`src/rtl/toggle_request_conditioner.sv`:
```
// Push-button conditioner: 2-flop synchroniser, debounce FSM, one-cycle toggle request per press.
// Optional auto-repeat while held is enabled by defining AUTOREPEAT_EN.
module toggle_request_conditioner #(
  parameter int DEBOUNCE_CYCLES = 16,
  parameter int CNT_W           = 5,
  parameter int REPEAT_CYCLES   = 64
) (
  input  logic       clk,
  input  logic       rstn,
  input  logic       btn_in,
  output logic       t_out,
  output logic       btn_level,
  output logic [7:0] press_cnt
);

  typedef enum logic [1:0] {
    IDLE,
    PRESS_WAIT,
    PRESSED,
    RELEASE_WAIT
  } state_e;

  localparam logic [CNT_W-1:0] CNT_LAST = CNT_W'(DEBOUNCE_CYCLES - 1);

  // Catch illegal parameterisations at elaboration rather than as silent misbehaviour.
  if (DEBOUNCE_CYCLES < 2 || DEBOUNCE_CYCLES > (2 ** CNT_W) - 1) begin : g_bad_debounce
    $error("DEBOUNCE_CYCLES out of range for CNT_W");
  end
  if (REPEAT_CYCLES < 2) begin : g_bad_repeat
    $error("REPEAT_CYCLES must be at least 2");
  end

  logic             s1_q, s2_q;
  state_e           state_q, state_d;
  logic [CNT_W-1:0] cnt_q, cnt_d;
  logic             level_q, level_d;
  logic             tout_q, tout_d;
  logic [7:0]       presscnt_q, presscnt_d;

`ifdef AUTOREPEAT_EN
  localparam int REP_W = $clog2(REPEAT_CYCLES);
  localparam logic [REP_W-1:0] REP_LAST = REP_W'(REPEAT_CYCLES - 1);
  logic [REP_W-1:0] rep_q, rep_d;

  always_ff @(posedge clk) begin
    if (!rstn) begin
      rep_q <= '0;
    end else begin
      rep_q <= rep_d;
    end
  end
`endif

  always_ff @(posedge clk) begin
    if (!rstn) begin
      s1_q       <= 1'b0;
      s2_q       <= 1'b0;
      state_q    <= IDLE;
      cnt_q      <= '0;
      level_q    <= 1'b0;
      tout_q     <= 1'b0;
      presscnt_q <= 8'd0;
    end else begin
      s1_q       <= btn_in;
      s2_q       <= s1_q;
      state_q    <= state_d;
      cnt_q      <= cnt_d;
      level_q    <= level_d;
      tout_q     <= tout_d;
      presscnt_q <= presscnt_d;
    end
  end

  // The counter holds the number of consecutive samples seen that disagree with btn_level.
  always_comb begin
    state_d    = state_q;
    cnt_d      = cnt_q;
    level_d    = level_q;
    tout_d     = 1'b0;
    presscnt_d = presscnt_q;
`ifdef AUTOREPEAT_EN
    rep_d      = '0;
`endif
    case (state_q)
      IDLE: begin
        if (s2_q) begin
          state_d = PRESS_WAIT;
          cnt_d   = CNT_W'(1);
        end
      end
      PRESS_WAIT: begin
        if (!s2_q) begin
          state_d = IDLE;
          cnt_d   = '0;
        end else if (cnt_q == CNT_LAST) begin
          state_d    = PRESSED;
          cnt_d      = '0;
          level_d    = 1'b1;
          tout_d     = 1'b1;
          presscnt_d = presscnt_q + 8'd1;
        end else begin
          cnt_d = cnt_q + 1'b1;
        end
      end
      PRESSED: begin
        if (!s2_q) begin
          state_d = RELEASE_WAIT;
          cnt_d   = CNT_W'(1);
        end
`ifdef AUTOREPEAT_EN
        else if (rep_q == REP_LAST) begin
          rep_d      = '0;
          tout_d     = 1'b1;
          presscnt_d = presscnt_q + 8'd1;
        end else begin
          rep_d = rep_q + 1'b1;
        end
`endif
      end
      RELEASE_WAIT: begin
        if (s2_q) begin
          state_d = PRESSED;
          cnt_d   = '0;
        end else if (cnt_q == CNT_LAST) begin
          state_d = IDLE;
          cnt_d   = '0;
          level_d = 1'b0;
        end else begin
          cnt_d = cnt_q + 1'b1;
        end
      end
      default: begin
        state_d = IDLE;
        cnt_d   = '0;
      end
    endcase
  end

  assign t_out     = tout_q;
  assign btn_level = level_q;
  assign press_cnt = presscnt_q;

endmodule

```
`config.mk`:
```
export PLATFORM = sky130hd
export DESIGN_NAME = toggle_request_conditioner
export DESIGN_NICKNAME = d
export VERILOG_FILES = /design/src/rtl/toggle_request_conditioner.sv
export SDC_FILE = /design/constraint.sdc
export NUM_CORES = 1
export LEC_CHECK = 0
export BUFFER_PORTS_ARGS = -buffer_cell sky130_fd_sc_hd__buf_2
export CAP_MARGIN = 20
export CORE_MARGIN = 1.5
export CORE_UTILIZATION = 54
export DETAILED_ROUTE_END_ITERATION = 10
export PLACE_DENSITY_LB_ADDON = 0.12
export SLEW_MARGIN = 20
export SYNTH_ARGS = -nofsm -noshare
export SYNTH_HDL_FRONTEND = slang
export SYNTH_SLANG_ARGS = --single-unit
```
`constraint.sdc`:
```
create_clock -name clk -period 1.57 [get_ports clk]
set_input_delay 0.157 -clock clk [delete_from_list [all_inputs] [get_ports clk]]
set_output_delay 0.157 -clock clk [all_outputs]
set_load 0.02 [all_outputs]
```
==> impl_metrics.yaml <==
worst_setup_path:
  path_buf_inv: 0
  path_delay_family: "simple AND/OR/NAND/NOR gates"
  crit_type: "reg2reg"
  cp-end-kind: "flop"
  start_kind: "flop"
  crit_chain: "nand4bb_4 -> or4_1 -> a21oi_1"
  critical-path-slowest-cell: "or4_1"
  critical_path.max_fanout: 14
  required_ns: 1.78
  cpPeakStageDelay_ns: 0.51
  worstPathArrival_ns: 1.68
synthesis:
  ys_top_cells_by_area: "dfxtp_1, a21oi_1, nand3_1"
  yosys_warnings: 0
  ys_ff_latch: 19
  avgSynthCellArea_um2: 9.043
  syn-cell-area_um2: 913.4
  ys_types: 33
  ys_async_sr_fraction_pct: 0
  seq_area_frac_synth_pct: 41.64
  synth_area_leader_cell: "dfxtp_1"
  synth_fp_nets: 106
  synthCells: 101
  synth_edf_count: 0
  synth-main-ff-cell: "dfxtp_1"
  synth_top_area_share_pct: 41.64
global_route:
  antenna_found_initial: 0
  first_global_vias: 709
  grt_max_degree: 20
  grt_pass1_wl_um: 2967
  grt_usage_pct: 20.12
  gr-total-overflow: 0
timing:
  timing.slew.headroom_pct: 73.74
  fin_tns_setup_ns: 0
  slew_violations: 0
  rsz0062_at_grt: "no"
  fmax_ghz: 0.6817
  hold_viol: 0
  worst_pin_slew_ns: 0.3903
  period_minus_slack_ns: 1.467
  finalCritPeriodShare_pct: 93.43
  layout_setup_ws_ns: 0.1031
  skew_ns: 0.001571
  setup_viol: 0
drt:
  wl_um: 1914
  wire_per_inst_um: 14.07
  antenna_left: 0
  firstDrtPassIters: 4
  vias_per_cell: 6.199
  first_iter_violations: 32
  vias: 843
  drc_errors: 0
power_and_ir_drop:
  seqPwrFrac_pct: 63.5
  clkPwrFrac_pct: 30.5
  comb_power_share_pct: 6.1
  ir_worst_vdd_v: 0.0005255
  switchingPower_mw: 0.1788
  powerDensity_nw_per_um2: 735.0
  p_leak_nw: 0.3962
  p_int_mw: 0.6075
  swShare_pct: 22.74
die:
  placementRows: 14
  core-area_um2: 1541
  fp.dieH_um: 44.13
  dieArea_um2: 1947
  fp.dieW_um: 44.13
  io_pins: 13
  start_util_pct: 59.25
placement:
  gp_congestion: 0.7567
  dp_slack_ns: 0.02947
  hpwl_um: 1237
  io_buffers: 12
run_status:
  outcome: "completed"
cells_and_area:
  fin_nets: 126
  area_growth_pct: 17.12
  drive_gt1_share_pct: 25.00
  fin_util_pct: 69.40
  fill_cells: 134
  antennaDiodeCount: 0
cts:
  root_buffer: "clkbuf_4"
  cts_sinks: 19
  tritoncts: "built"
  clk_latency_ns: 0.28
  htreeDepth: 1
  cts_inserted_buffers: 3
  path_clk_slew_ns: 0.10
  clockBufferDepth: 2
job:
  max_cap_viol_count: 0
worst_hold_path:
  min_path_type: "in2reg"
[placed cells by master, fill, tap and decap left out, types with 4 or more instances in the layout]
cell type | Yosys | layout
dfxtp_1 | 19 | 17
buf_2 | 1 | 12
a21oi_1 | 11 | 11
nand2_1 | 8 | 8
nand3_1 | 7 | 7
buf_4 | 0 | 7
o21ai_0 | 4 | 4
o31ai_1 | 4 | 4
[metal layers]
layer	global-route usage (%)	part of all wire [%]
met4	7.273	0.52
met2	34.12	48
met1	26.21	49
met5	0	0
met3	2.449	2.5
[layout make-up]
cell class,count,area [um2],share of cell area (%)
Inverter,4,15.01,1.404
Sequential cell,19,382.9,35.79
Tap cell,16,20.02,1.871
Multi-Input combinational cell,74,513.0,47.95
Timing Repair Buffer,19,112.6,10.53
Clock buffer,4,26.28,2.456
[registers in the layout (all words and copies together) (netlist names), named ones only]
name	cells
s1_q	1
t_out	1
cnt_q	5
press_cnt	8
btn_level	1
state_q	1
s2_q	1
[per-stage QoR]
stage	power [mW]	cell area, um2	std cells	hold slack [ns]
2_1_floorplan	0.5394	913.4	101	0.2843
3_3_place_gp	0.5542	996.0	128	0.3619
3_5_place_dp	0.5559	996.0	128	0.3716
4_1_cts	0.7963	1022	132	0.06414
5_1_grt	0.8253	1070	136	0.07227
6_report	0.7863	1070	136	0.06983
[worst register-to-register path, cell delays in order (launching register included)]
cell       delay [ns]
dfxtp_1          0.48
nand4bb_4        0.24
or4_1            0.51
a21oi_1          0.16
[cells in the mapped netlist, drive strengths merged (3+ instances only)]
master	instances
dfxtp	19
a21oi	11
nand2	8
nand3	8
o21ai	4
o31ai	4
clkbuf	3
inv	3
mux2i	3
nand2b	3
nand4	3
nor4	3
or3	3
or4	3
[cells by family (layout without fill, tap and decap cells)]
logic type | Yosys count | after routing | synth area share (%)
AOI/OAI and AO/OA | 24 | 24 | 15.75
xor gates and xnor gates | 2 | 2 | 1.918
adders and majority gates | 2 | 2 | 2.739
buffers and inverters | 9 | 27 | 4.656
DFF | 19 | 19 | 41.64
muxes | 3 | 3 | 3.288
and+or+nand+nor | 42 | 43 | 30.00
[power by group through the flow]
stage | Clock [mW] | Combinational [mW] | Sequential [mW]
2_1_floorplan | 0 | 0.0260 | 0.513
3_3_place_gp | 0 | 0.0452 | 0.509
3_5_place_dp | 0 | 0.0468 | 0.509
4_1_cts | 0.251 | 0.0470 | 0.498
5_1_grt | 0.271 | 0.0540 | 0.501
6_report | 0.240 | 0.0477 | 0.499
[path summary, 6_finish.rpt]
path | startpoint | end | slack, ns | cells after the start
setup / recovery | s2_q | press_cnt[4] | 0.10 | 3
hold / removal | btn_in | s1_q | 0.07 | 2
setup reg to reg | s2_q | press_cnt[4] | 0.10 | 3
hold reg to reg | s1_q | s2_q | 0.45 | 1
[what timing repair did]
action	CTS	global route
buffers inserted	0	3
hold buffers	0	0
endpoints found under the setup margin	0	7
gates resized for setup	0	4
No activity file was read; power rests on OpenSTA's default activity.
